$ cat src/rtl/calc_pkg.sv
// Shared types and constants for the calculator controller: FSM states,
// operator encodings and the largest legal decimal digit.
package calc_pkg;

  typedef enum logic [2:0] {
    ENTER_A    = 3'd0,
    ENTER_B    = 3'd1,
    EXEC       = 3'd2,
    CLEAR_WAIT = 3'd3,
    RESULT     = 3'd4,
    ERROR      = 3'd5
  } state_e;

  localparam logic [1:0] OP_ADD = 2'd0;
  localparam logic [1:0] OP_SUB = 2'd1;
  localparam logic [1:0] OP_MUL = 2'd2;
  localparam logic [1:0] OP_DIV = 2'd3;

  localparam logic [3:0] DIGIT_MAX = 4'd9;

endpackage

$ cat src/rtl/digit_accumulator.sv
// Decimal operand builder: acc <= acc*10 + d with a cap on significant digits.
// Exposes the next-state value so the parent can register a matching display.
module digit_accumulator
  import calc_pkg::*;
#(
  parameter int WIDTH      = 16,
  parameter int MAX_DIGITS = 4,
  localparam int CNT_W     = $clog2(MAX_DIGITS + 1)
) (
  input  logic                    clk,
  input  logic                    reset_n,
  input  logic                    clear_i,
  input  logic                    load_i,
  input  logic signed [WIDTH-1:0] load_val_i,
  input  logic                    dig_strobe_i,
  input  logic [3:0]              dig_code_i,
  output logic signed [WIDTH-1:0] acc_o,
  output logic signed [WIDTH-1:0] acc_d_o,
  output logic [CNT_W-1:0]        count_o,
  output logic                    entered_o,
  output logic                    entered_d_o
);

  logic signed [WIDTH-1:0] acc_q, acc_d, base_acc, dig_ext;
  logic [CNT_W-1:0]        cnt_q, cnt_d, base_cnt;
  logic                    ent_q, ent_d;

  // Clear and digit may coincide: the digit then lands on a zeroed operand.
  always_comb begin
    base_acc = clear_i ? '0 : acc_q;
    base_cnt = clear_i ? '0 : cnt_q;
    dig_ext  = {{(WIDTH-4){1'b0}}, dig_code_i};
    acc_d    = base_acc;
    cnt_d    = base_cnt;
    ent_d    = clear_i ? 1'b0 : ent_q;
    if (load_i) begin
      acc_d = load_val_i;
      cnt_d = '0;
      ent_d = 1'b1;
    end else if (dig_strobe_i && (dig_code_i <= DIGIT_MAX)) begin
      ent_d = 1'b1;
      if (base_cnt != CNT_W'(MAX_DIGITS)) begin
        acc_d = (base_acc <<< 3) + (base_acc <<< 1) + dig_ext;
        if (!((base_acc == '0) && (dig_code_i == 4'd0))) cnt_d = base_cnt + 1'b1;
      end
    end
  end

  always_ff @(posedge clk or negedge reset_n) begin
    if (!reset_n) begin
      acc_q <= '0;
      cnt_q <= '0;
      ent_q <= 1'b0;
    end else begin
      acc_q <= acc_d;
      cnt_q <= cnt_d;
      ent_q <= ent_d;
    end
  end

  assign acc_o       = acc_q;
  assign acc_d_o     = acc_d;
  assign count_o     = cnt_q;
  assign entered_o   = ent_q;
  assign entered_d_o = ent_d;

endmodule

$ cat src/rtl/calc_controller.sv
// Calculator sequencing FSM: builds operands A and B from keypad strobes,
// launches one ALU operation per execute, and drives display and error.
module calc_controller #(
  parameter int WIDTH      = 16,
  parameter int MAX_DIGITS = 4
) (
  input  logic                    clk,
  input  logic                    reset_n,
  input  logic                    dig_strobe,
  input  logic                    reset_strobe,
  input  logic                    ex_strobe,
  input  logic                    op_strobe,
  input  logic [3:0]              dig_code,
  input  logic [1:0]              op_code,
  input  logic                    alu_done,
  input  logic signed [WIDTH-1:0] alu_result,
  input  logic                    alu_error,
  output logic                    alu_start,
  output logic signed [WIDTH-1:0] operand_a,
  output logic signed [WIDTH-1:0] operand_b,
  output logic [1:0]              alu_op,
  output logic signed [WIDTH-1:0] display_val,
  output logic                    err
);
  import calc_pkg::*;

  localparam int CNT_W = $clog2(MAX_DIGITS + 1);

  state_e                  state_q, state_d;
  logic [1:0]              op_q, op_d;
  logic                    start_q, start_d, err_q, err_d;
  logic signed [WIDTH-1:0] opa_q, opa_d, opb_q, opb_d, disp_q, disp_d;

  logic                    clr_a, clr_b, ld_a, dig_a, dig_b, do_clear;
  logic signed [WIDTH-1:0] a_acc, a_next, b_acc, b_next;
  logic [CNT_W-1:0]        a_cnt, b_cnt;
  logic                    a_ent, a_ent_next, b_ent, b_ent_next;

  digit_accumulator #(.WIDTH(WIDTH), .MAX_DIGITS(MAX_DIGITS)) u_acc_a (
    .clk(clk), .reset_n(reset_n), .clear_i(clr_a), .load_i(ld_a),
    .load_val_i(alu_result), .dig_strobe_i(dig_a), .dig_code_i(dig_code),
    .acc_o(a_acc), .acc_d_o(a_next), .count_o(a_cnt),
    .entered_o(a_ent), .entered_d_o(a_ent_next)
  );

  digit_accumulator #(.WIDTH(WIDTH), .MAX_DIGITS(MAX_DIGITS)) u_acc_b (
    .clk(clk), .reset_n(reset_n), .clear_i(clr_b), .load_i(1'b0),
    .load_val_i('0), .dig_strobe_i(dig_b), .dig_code_i(dig_code),
    .acc_o(b_acc), .acc_d_o(b_next), .count_o(b_cnt),
    .entered_o(b_ent), .entered_d_o(b_ent_next)
  );

  always_comb begin
    state_d  = state_q;
    op_d     = op_q;
    start_d  = 1'b0;
    opa_d    = opa_q;
    opb_d    = opb_q;
    clr_a    = 1'b0;
    clr_b    = 1'b0;
    ld_a     = 1'b0;
    dig_a    = 1'b0;
    dig_b    = 1'b0;
    do_clear = 1'b0;
    case (state_q)
      ENTER_A: begin
        if (reset_strobe) do_clear = 1'b1;
        else if (dig_strobe) dig_a = 1'b1;
        else if (op_strobe) begin
          op_d    = op_code;
          clr_b   = 1'b1;
          state_d = ENTER_B;
        end
      end
      ENTER_B: begin
        if (reset_strobe) do_clear = 1'b1;
        else if (dig_strobe) dig_b = 1'b1;
        else if (op_strobe && !b_ent) op_d = op_code;
        else if (ex_strobe && b_ent) begin
          start_d = 1'b1;
          opa_d   = a_acc;
          opb_d   = b_acc;
          state_d = EXEC;
        end
      end
      EXEC: begin
        // A clear coinciding with alu_done has nothing left to wait for.
        if (reset_strobe) begin
          if (alu_done) do_clear = 1'b1;
          else          state_d  = CLEAR_WAIT;
        end else if (alu_done) begin
          if (alu_error) state_d = ERROR;
          else begin
            ld_a    = 1'b1;
            state_d = RESULT;
          end
        end
      end
      CLEAR_WAIT: begin
        if (reset_strobe || alu_done) do_clear = 1'b1;
      end
      RESULT: begin
        if (reset_strobe) do_clear = 1'b1;
        else if (dig_strobe) begin
          clr_a   = 1'b1;
          dig_a   = 1'b1;
          state_d = ENTER_A;
        end else if (op_strobe) begin
          op_d    = op_code;
          clr_b   = 1'b1;
          state_d = ENTER_B;
        end
      end
      ERROR: begin
        if (reset_strobe) do_clear = 1'b1;
      end
      default: do_clear = 1'b1;
    endcase

    if (do_clear) begin
      clr_a   = 1'b1;
      clr_b   = 1'b1;
      op_d    = OP_ADD;
      state_d = ENTER_A;
    end
  end

  // Display is derived from the next state so it updates on the same edge.
  always_comb begin
    disp_d = disp_q;
    case (state_d)
      ENTER_A: disp_d = a_next;
      ENTER_B: disp_d = b_ent_next ? b_next : a_next;
      RESULT:  disp_d = a_next;
      ERROR:   disp_d = '0;
      default: disp_d = disp_q;
    endcase
    err_d = (state_d == ERROR);
  end

  always_ff @(posedge clk or negedge reset_n) begin
    if (!reset_n) begin
      state_q <= ENTER_A;
      op_q    <= OP_ADD;
      start_q <= 1'b0;
      opa_q   <= '0;
      opb_q   <= '0;
      disp_q  <= '0;
      err_q   <= 1'b0;
    end else begin
      state_q <= state_d;
      op_q    <= op_d;
      start_q <= start_d;
      opa_q   <= opa_d;
      opb_q   <= opb_d;
      disp_q  <= disp_d;
      err_q   <= err_d;
    end
  end

  assign alu_start   = start_q;
  assign operand_a   = opa_q;
  assign operand_b   = opb_q;
  assign alu_op      = op_q;
  assign display_val = disp_q;
  assign err         = err_q;

endmodule

$ cat config.mk
export PLATFORM = sky130hd
export DESIGN_NAME = calc_controller
export DESIGN_NICKNAME = d
export VERILOG_FILES = /design/src/rtl/calc_pkg.sv /design/src/rtl/digit_accumulator.sv /design/src/rtl/calc_controller.sv
export SDC_FILE = /design/constraint.sdc
export NUM_CORES = 1
export LEC_CHECK = 0
export ABC_CLOCK_PERIOD_IN_PS = 3900
export CAP_MARGIN = 20
export CORE_ASPECT_RATIO = 0.7
export CORE_MARGIN = 2
export CORE_UTILIZATION = 40
export CTS_BUF_LIST = sky130_fd_sc_hd__clkbuf_8 sky130_fd_sc_hd__clkbuf_16
export CTS_CLUSTER_DIAMETER = 100
export DETAILED_ROUTE_END_ITERATION = 10
export DONT_BUFFER_PORTS = 1
export SLEW_MARGIN = 20
export SYNTH_ARGS = -nofsm -noshare
export SYNTH_HDL_FRONTEND = slang
export SYNTH_SLANG_ARGS = --single-unit
$ cat constraint.sdc
create_clock -name clk -period 3.9 [get_ports clk]
set_clock_uncertainty 0.1 [all_clocks]
set_input_delay 0.39 -clock clk [delete_from_list [all_inputs] [get_ports clk]]
set_output_delay 0.39 -clock clk [all_outputs]
set_load 0.01 [all_outputs]
==> results of run 1 <==
[power breakdown]
part           switching, W  internal [W]  total [W]
registers         0.0000799       0.00104    0.00112
logic              0.000316      0.000270   0.000587
clock network      0.000385      0.000494   0.000879
[registers in the layout, indices dropped and copies added, names as in the netlist]
signal / flops
display_val: 16
operand_a: 16
operand_b: 16
u_acc_a.acc_o: 16
u_acc_b.acc_o: 16
state_q: 3
u_acc_a.count_o: 3
u_acc_b.count_o: 3
alu_op: 2
alu_start: 1
err: 1
u_acc_b.entered_o: 1
[through the flow]
stage | cell area, µm² | hold WS (ps) | setup WS (ps) | TNS, ps | instances
2_1_floorplan | 6160 | -5.59 | 1.46 | 0 | 622
3_3_place_gp | 6860 | -3.51 | -56.6 | -110 | 871
3_5_place_dp | 6860 | -3.39 | -95.1 | -275 | 871
4_1_cts | 7230 | 40.9 | 1.26 | 0 | 890
5_1_grt | 7600 | 37.4 | -133 | -528 | 901
6_report | 7600 | 55.2 | 8.89 | 0 | 901
[path summary, 6_finish.rpt]
check | depth (start not counted) | slack (ps) | startpoint | end
worst max-delay path | 17 | 9 | state_q[2] | display_val[14]
worst min-delay path | 1 | 60 | reset_strobe | state_q[2]
worst max register to register | 17 | 9 | state_q[2] | display_val[14]
worst min register to register | 2 | 390 | u_acc_a.acc_o[11] | operand_a[11]
max in group asynchronous | 2 | 2750 | reset_n | u_acc_b.acc_o[6]
min in group asynchronous | 2 | 510 | reset_n | operand_a[8]
[cell usage in the layout, fill, tap and decap left out, drive strengths merged, types with 4 or more instances in the layout]
cell	count
xor2	11
a2111oi	4
mux2	33
buf	88
ha	56
nor2	27
nand4	4
clkbuf	10
nor4	10
dfrtp	94
inv	26
nor3	11
mux2i	17
and2	26
o21bai	4
nand2	82
a21oi	35
nand2b	9
o21a	5
a32o	5
o21ai	43
o211ai	8
and3	7
xnor2	16
a211oi	6
a21o	11
nand3	9
nor2b	5
[what timing repair did]
| action | CTS | global route |
|---|---|---|
| resized for setup | 6 | 51 |
| endpoints found under the setup margin | 5 | 11 |
| pin swaps | 4 | 27 |
| hold endpoints to repair | 94 | 0 |
| cloned | 0 | 1 |
| hold buffers | 2 | 0 |
| setup buffers | 1 | 10 |
[metal layers]
metal | share of wire [%] | GRT usage [%] | vias up
li1 | - | - | 2394
met1 | 49 | 31.9 | 2454
met2 | 42 | 31.1 | 150
met3 | 9.0 | 7.93 | 10
met4 | 0.87 | 3.81 | 0
met5 | 0 | 0 | -
[final cells by class]
| cell class | count | area, µm² | share of cell area (%) |
|---|---|---|---|
| sequential | 94 | 2350 | 31.0 |
| timing repair buffer | 90 | 739 | 9.73 |
| multi-input combinational | 483 | 3880 | 51.1 |
| inverter | 23 | 86.3 | 1.14 |
| clock buffer | 9 | 225 | 2.96 |
| tap | 195 | 244 | 3.21 |
| clock inverter | 7 | 66.3 | 0.873 |
[logic make-up (layout without fill, tap and decap cells)]
logic type	count (synthesis)	count (layout)	synth area share [%]
compound gates	145	145	16.2
mux	50	50	8.97
buf+inv	45	129	3.39
xor+xnor	28	28	4.25
simple gates	201	201	16.3
flops	94	94	38.4
fa+ha+maj	59	59	12.4
==> results.sh, run 1 <==
export IMPL_status="finished clean"
export IMPL_fill_cells=1364
export IMPL_clock_sinks=94
export IMPL_wirelength_mm=18.0
export IMPL_synthFlopType="dfrtp_1"
export IMPL_die_area_um2=16300
export IMPL_cts_max_path_buffers=2
export IMPL_wl_per_cell_um=20.0
export IMPL_antenna_found_initial=0
export IMPL_crit_type="reg -> reg"
export IMPL_drc=0
export IMPL_grt_max_degree=95
export IMPL_ant_nets=0
export IMPL_drt_iter0_drc=395
export IMPL_leakage_nw=3.84
export IMPL_io_buffers=0
export IMPL_fin_nets=790
export IMPL_grt_ovfl_total=0
export IMPL_critPathRequiredTime_ps=4030
export IMPL_grt_pass1_vias=4883
export IMPL_cts_root_buf="clkbuf_16"
export IMPL_critPathBufInv=3
export IMPL_start_util_pct=41.3
export IMPL_crit_path_max_incr_delay_ps=520
export IMPL_cts_tree="done"
export IMPL_yosysMostFrequentCell="dfrtp_1"
export IMPL_fin_crit_ps=3890
export IMPL_syn_area_per_cell_um2=9.84
export IMPL_crit_family="compound AO/OA/AOI/OAI gates"
export IMPL_die_w_um=152
export IMPL_worst_pin_slew_ps=1070
export IMPL_synth_warnings=0
export IMPL_final_setup_viol_count=0
export IMPL_core_area_um2=14800
export IMPL_drv_slew=0
export IMPL_ys_seq_elements=94
export IMPL_yosys_area_top_type="dfrtp_1"
export IMPL_numCtsBuffers=9
export IMPL_grt_pass1_wl_mm=27.5
export IMPL_synth_area_um2=6120
export IMPL_synth_edff_count=0
export IMPL_p_per_area_nw_per_um2=341
export IMPL_ios=82
export IMPL_ys_seq_area_share_pct=38.4
export IMPL_synth_fp_nets=711
export IMPL_cp_cell_sequence="nor2_2, o21ai_4, buf_6, a21oi_4, buf_12, nand2_4, fa_1, inv_2, fa_2, a211oi_2, o21bai_1, a31o_2, a221oi_2, xor2_1, o21ai_1, a32oi_1, nand2_1"
export IMPL_rsz0062_at_grt="true"
export IMPL_yosys_top_cells_area="dfrtp_1, ha_1, mux2_2"
export IMPL_firstDrtPassIters=5
export IMPL_die_y_um=107
export IMPL_synth_common_cells="dfrtp_1, nand2_1, ha_1"
export IMPL_totalPowerFinal_w=0.00259
export IMPL_maxCapViolCount=0
export IMPL_clk_pin_slew_worst_paths_ps=70
export IMPL_dp_final_hpwl_mm=13.6
export IMPL_hold_viol=0
export IMPL_area_growth_pct=24.1
export IMPL_globalplace_congestion=0.893
export IMPL_startpoint_type="flop"
export IMPL_finish_utilization_pct=51.3
export IMPL_cpMaxStageDelayCell="fa_1"
export IMPL_crit_fanout=5
export IMPL_final_layout_size_suffix_gt1_share_pct=28.5
export IMPL_vias=5008
export IMPL_worstHoldPathType="in -> reg"
export IMPL_synth_cell_types=66
export IMPL_period_share_pct=99.8
export IMPL_irDropWorstVdd_mv=0.252
export IMPL_cp_arrival_ps=4020
export IMPL_fmax_ghz=0.257
export IMPL_ys_async_sr_fraction_pct=100
export IMPL_viasPerCell=5.56
export IMPL_end_kind="flop"
export IMPL_postSynthCellCount=622
export IMPL_netlist_area_leader_share_pct=38.4
export IMPL_rows=37
export IMPL_maxSlewHeadroom_pct=28.3
export IMPL_clock_latency_ps=350
export IMPL_track_usage_pct=21.8
export IMPL_htree_num_levels=3
export IMPL_antenna_cells=0
(Power assumes the default switching activity.)
==> inputs of run 2 (changes only) <==
--- a/config.mk
+++ b/config.mk
@@ -5,15 +5,15 @@
 export SDC_FILE = /design/constraint.sdc
 export NUM_CORES = 1
 export LEC_CHECK = 0
-export ABC_CLOCK_PERIOD_IN_PS = 3900
+export ABC_CLOCK_PERIOD_IN_PS = 4600
 export CAP_MARGIN = 20
 export CORE_ASPECT_RATIO = 0.7
 export CORE_MARGIN = 2
-export CORE_UTILIZATION = 40
+export CORE_UTILIZATION = 55
 export CTS_BUF_LIST = sky130_fd_sc_hd__clkbuf_8 sky130_fd_sc_hd__clkbuf_16
-export CTS_CLUSTER_DIAMETER = 100
 export DETAILED_ROUTE_END_ITERATION = 10
 export DONT_BUFFER_PORTS = 1
+export PLACE_DENSITY = 0.7
 export SLEW_MARGIN = 20
 export SYNTH_ARGS = -nofsm -noshare
 export SYNTH_HDL_FRONTEND = slang
==> constraint.sdc (replaced) <==
create_clock -name clk -period 4.6 [get_ports clk]
set_clock_uncertainty 0.1 [all_clocks]
set_input_delay 0.46 -clock clk [delete_from_list [all_inputs] [get_ports clk]]
set_output_delay 0.46 -clock clk [all_outputs]
set_load 0.01 [all_outputs]
==> results.sh, run 2 (same netlist as run 1, synthesis figures left out) <==
export IMPL_status="finished clean"
export IMPL_antenna_cells=0
export IMPL_vias=4779
export IMPL_io_buffers=0
export IMPL_hold_viol=0
export IMPL_core_area_um2=10900
export IMPL_crit_family="compound AO/OA/AOI/OAI gates"
export IMPL_crit_path_max_incr_delay_ps=490
export IMPL_numCtsBuffers=9
export IMPL_leakage_nw=3.38
export IMPL_maxCapViolCount=0
export IMPL_post_cts_setup_buffers=0
export IMPL_power_switching_w=0.000648
export IMPL_rows=32
export IMPL_final_common_cell="dfrtp_1"
export IMPL_holdWs_ps=121
export IMPL_viasPerCell=6.14
export IMPL_totalPowerFinal_w=0.00212
export IMPL_critPathRequiredTime_ps=4740
export IMPL_reg2reg_depth=15
export IMPL_period_share_pct=96.9
export IMPL_die_w_um=130
export IMPL_ant_nets=0
export IMPL_ff2ff_setup_slack_ps=140
export IMPL_layout_common_cells="dfrtp_1, nand2_1, ha_1"
export IMPL_grt_pass1_vias=4668
export IMPL_p_sw_share_pct=30.6
export IMPL_wirelength_mm=15.8
export IMPL_antenna_found_initial=0
export IMPL_p_per_area_nw_per_um2=320
export IMPL_critPathBufInv=1
export IMPL_power_frac_clock_pct=37.2
export IMPL_cp_cell_sequence="and2b_4, o21ai_2, buf_4, nand2_1, and2_1, ha_1, ha_1, a2111oi_1, o21ai_1, and3_1, or3_1, a21oi_1, xnor2_1, o21ai_1, a221o_1"
export IMPL_grt_pass1_wl_mm=25.4
export IMPL_crit_type="reg -> reg"
export IMPL_fmax_ghz=0.224
export IMPL_final_layout_size_suffix_gt1_share_pct=12.8
export IMPL_path_depth=15
export IMPL_fin_crit_ps=4460
export IMPL_end_kind="flop"
export IMPL_internal_power_w=0.00147
export IMPL_firstDrtPassIters=5
export IMPL_final_setup_viol_count=0
export IMPL_clock_latency_ps=350
export IMPL_dp_final_hpwl_mm=12.2
export IMPL_cts_tree="done"
export IMPL_startpoint_type="flop"
export IMPL_r2r_start="state_q[1]"
export IMPL_fin_tns_setup_ps=0
export IMPL_cts_root_buf="clkbuf_16"
export IMPL_seq_power_share_pct=44.8
export IMPL_crit_fanout=10
export IMPL_drv_slew=0
export IMPL_endpoint="display_val[15]"
export IMPL_ios=82
export IMPL_fin_nets=709
export IMPL_cpMaxStageDelayCell="dfrtp_1"
export IMPL_worstHoldPathType="in -> reg"
export IMPL_cp_arrival_ps=4600
export IMPL_die_area_um2=12000
export IMPL_worst_pin_slew_ps=1110
export IMPL_globalplace_congestion=0.899
export IMPL_die_y_um=92.3
export IMPL_clk_pin_slew_worst_paths_ps=70
export IMPL_placed_area_um2=6250
export IMPL_start_util_pct=56.0
export IMPL_grt_ovfl_total=0
export IMPL_final_area_um2=6630
export IMPL_clock_sinks=94
export IMPL_wl_per_cell_um=20.4
export IMPL_maxSlewHeadroom_pct=25.1
export IMPL_area_growth_pct=8.24
export IMPL_worstSetupStartpoint="state_q[1]"
export IMPL_cts_max_path_buffers=2
export IMPL_drc=0
export IMPL_r2r_end="display_val[15]"
export IMPL_rsz0062_at_grt="false"
export IMPL_track_usage_pct=27.9
export IMPL_grt_max_degree=95
export IMPL_htree_num_levels=3
export IMPL_combPwrFrac_pct=18.0
export IMPL_drt_iter0_drc=334
export IMPL_irDropWorstVdd_mv=0.286
export IMPL_fill_cells=929
run 2: per-layer routing:
layer,share of wire (%),global-route usage (%)
met1,47,41.3
met2,42,39.3
met3,9.7,9.45
met4,1.4,6.09
met5,0,0
run 2: layout make-up:
type                    instances  area [µm²]  area share, %
repair buffers                  9        90.1           1.36
inverters                      23        86.3           1.30
well taps                     153         191           2.89
clock buffers                   9         225           3.40
multi-input cells             483        3590           54.2
clock inverters                 7        90.1           1.36
flip-flops and latches         94        2350           35.5
run 2: worst min-delay path by stage:
| stage | endpoint | cells past startpoint | slack [ps] | start |
|---|---|---|---|---|
| 2_1_floorplan | alu_op[0] | 0 | 60 | reset_n |
| 3_3_place_gp | alu_start | 0 | 70 | reset_n |
| 3_5_place_dp | operand_a[13] | 0 | 70 | reset_n |
| 4_1_cts | state_q[2] | 1 | 110 | reset_strobe |
| 5_1_grt | u_acc_a.acc_o[9] | 1 | 110 | alu_result[9] |
| 6_report | state_q[2] | 1 | 120 | reset_strobe |
run 2: power groups by stage:
stage	Combinational (W)	Clock (W)	Sequential, W
after floorplan	0.000283	0	0.000939
after global placement	0.000343	0	0.000965
after detailed placement	0.000353	0	0.000967
after CTS	0.000376	0.000802	0.000951
after global routing	0.000427	0.000840	0.000958
final	0.000381	0.000789	0.000952
run 2: repair_timing:
action                                  CTS  global route
endpoints found under the setup margin    0             2
hold buffers                              2             0
resized for setup                         0             5
endpoints found under the hold margin    94             0
run 2: metrics by stage:
stage                     utilization (%)  setup WS [ps]  instances
after floorplan                         -            207        622
after global placement               57.2            228        760
after detailed placement             57.2            157        760
after CTS                            60.4            122        778
after global routing                 60.6           4.19        778
final                                60.6            141        778
==> inputs of run 3 (changes only) <==
--- a/config.mk
+++ b/config.mk
@@ -13,7 +13,7 @@
 export CTS_BUF_LIST = sky130_fd_sc_hd__clkbuf_8 sky130_fd_sc_hd__clkbuf_16
 export DETAILED_ROUTE_END_ITERATION = 10
 export DONT_BUFFER_PORTS = 1
-export PLACE_DENSITY = 0.7
+export PLACE_DENSITY = 0.76
 export SLEW_MARGIN = 20
 export SYNTH_ARGS = -nofsm -noshare
 export SYNTH_HDL_FRONTEND = slang
==> results.sh, run 3 (same netlist as run 1, synthesis figures left out) <==
export IMPL_cts_root_buf="clkbuf_16"
export IMPL_fin_nets=708
export IMPL_final_setup_viol_count=0
export IMPL_critPathRequiredTime_ps=4740
export IMPL_track_usage_pct=27.3
export IMPL_cpMaxStageDelayCell="dfrtp_1"
export IMPL_vias=4832
export IMPL_finish_utilization_pct=60.9
export IMPL_firstDrtPassIters=4
export IMPL_die_area_um2=12000
export IMPL_placed_area_um2=6240
export IMPL_worstHoldPathType="in -> reg"
export IMPL_maxSlewHeadroom_pct=35.7
export IMPL_holdPathStages=1
export IMPL_start_util_pct=56.0
export IMPL_rows=32
export IMPL_fin_crit_ps=4410
export IMPL_grt_pass1_vias=4531
export IMPL_htree_num_levels=3
export IMPL_status="finished clean"
export IMPL_startpoint_type="flop"
export IMPL_holdWs_ps=120
export IMPL_io_buffers=0
export IMPL_final_layout_size_suffix_gt1_share_pct=12.5
export IMPL_cp_cell_sequence="nand2b_1, a21oi_1, nand2_1, and2_1, ha_1, ha_1, a2111oi_0, o21ai_1, and3_1, or3_1, a21oi_1, xnor2_1, o21ai_1, a221o_1"
export IMPL_drv_slew=0
export IMPL_fill_cells=896
export IMPL_grt_max_degree=95
export IMPL_globalplace_congestion=0.935
export IMPL_wirelength_mm=15.8
export IMPL_antenna_found_initial=0
export IMPL_clock_sinks=94
export IMPL_final_common_cell="dfrtp_1"
export IMPL_crit_type="reg -> reg"
export IMPL_grt_ovfl_total=0
export IMPL_grt_pass1_wl_mm=24.7
export IMPL_reg2reg_depth=14
export IMPL_antenna_cells=0
export IMPL_crit_path_max_incr_delay_ps=510
export IMPL_die_y_um=92.3
export IMPL_irDropWorstVdd_mv=0.249
export IMPL_ios=82
export IMPL_fmax_ghz=0.227
export IMPL_cts_max_path_buffers=2
export IMPL_dp_final_hpwl_mm=12.0
export IMPL_crit_fanout=12
export IMPL_core_area_um2=10900
export IMPL_ant_nets=0
export IMPL_cts_tree="done"
export IMPL_p_per_area_nw_per_um2=339
export IMPL_end_kind="flop"
export IMPL_hold_viol=0
export IMPL_numCtsBuffers=9
export IMPL_rsz0062_at_grt="false"
export IMPL_clk_pin_slew_worst_paths_ps=70
export IMPL_fin_tns_setup_ps=0
export IMPL_worst_pin_slew_ps=956
export IMPL_area_growth_pct=8.69
export IMPL_clock_latency_ps=350
export IMPL_viasPerCell=6.22
export IMPL_cp_arrival_ps=4550
export IMPL_die_w_um=130
export IMPL_drc=0
export IMPL_final_area_um2=6650
export IMPL_maxCapViolCount=0
export IMPL_layout_common_cells="dfrtp_1, nand2_1, ha_1"
export IMPL_period_share_pct=95.9
export IMPL_leakage_nw=3.38
export IMPL_drt_iter0_drc=380
export IMPL_wl_per_cell_um=20.4
[run 3: worst max-delay path, delay by kind of cell (launching register included)]
kind | cells | cell delay (ps)
compound gates | 6 | 1540
xor+xnor | 1 | 140
fa+ha+maj | 2 | 660
flops | 1 | 510
simple gates | 5 | 1340
[run 3: metal layers]
metal	wire [µm]	track usage (%)	vias to the layer above
li1	-	-	2247
met1	7590	40.7	2343
met2	6440	38.2	224
met3	1610	8.93	18
met4	196	6.72	0
met5	0	0	-
[run 3: through the flow]
step,setup WS (ps),std cells,total power (W)
CTS,255,777,0.00226
global placement,369,759,0.00131
detailed placement,268,759,0.00132
floorplan,207,622,0.00122
global route,20.5,777,0.00234
finish,188,777,0.00226
[run 3: path summary, 6_finish.rpt]
check,slack (ps),to,from
worst max-delay path,190,display_val[15],state_q[0]
worst min-delay path,120,u_acc_a.acc_o[1],alu_result[1]
worst max register to register,190,display_val[15],state_q[0]
worst min register to register,380,operand_a[11],u_acc_a.acc_o[11]
max in group asynchronous,3430,u_acc_b.acc_o[2],reset_n
min in group asynchronous,570,operand_a[10],reset_n
[run 3: cell type report]
type	count	area (µm²)	area share (%)
Tap cell	153	191	2.88
Clock inverter	6	133	1.99
Clock buffer	10	239	3.59
Inverter	23	86.3	1.30
Multi-Input combinational cell	483	3570	53.6
Sequential cell	94	2350	35.4
Timing Repair Buffer	8	82.6	1.24
[run 3: repair_timing]
item                                    CTS  global route
gates resized for setup                   0             1
hold endpoints to repair                 94             0
endpoints found under the setup margin    0             1
setup buffers                             0             0
hold buffers                              2             0
[run 3: power breakdown]
| part | switching, W | internal, W | total, W |
|---|---|---|---|
| clock | 0.000325 | 0.000600 | 0.000925 |
| sequential | 0.0000698 | 0.000883 | 0.000953 |
| combinational | 0.000227 | 0.000153 | 0.000379 |
| total | 0.000622 | 0.00164 | 0.00226 |
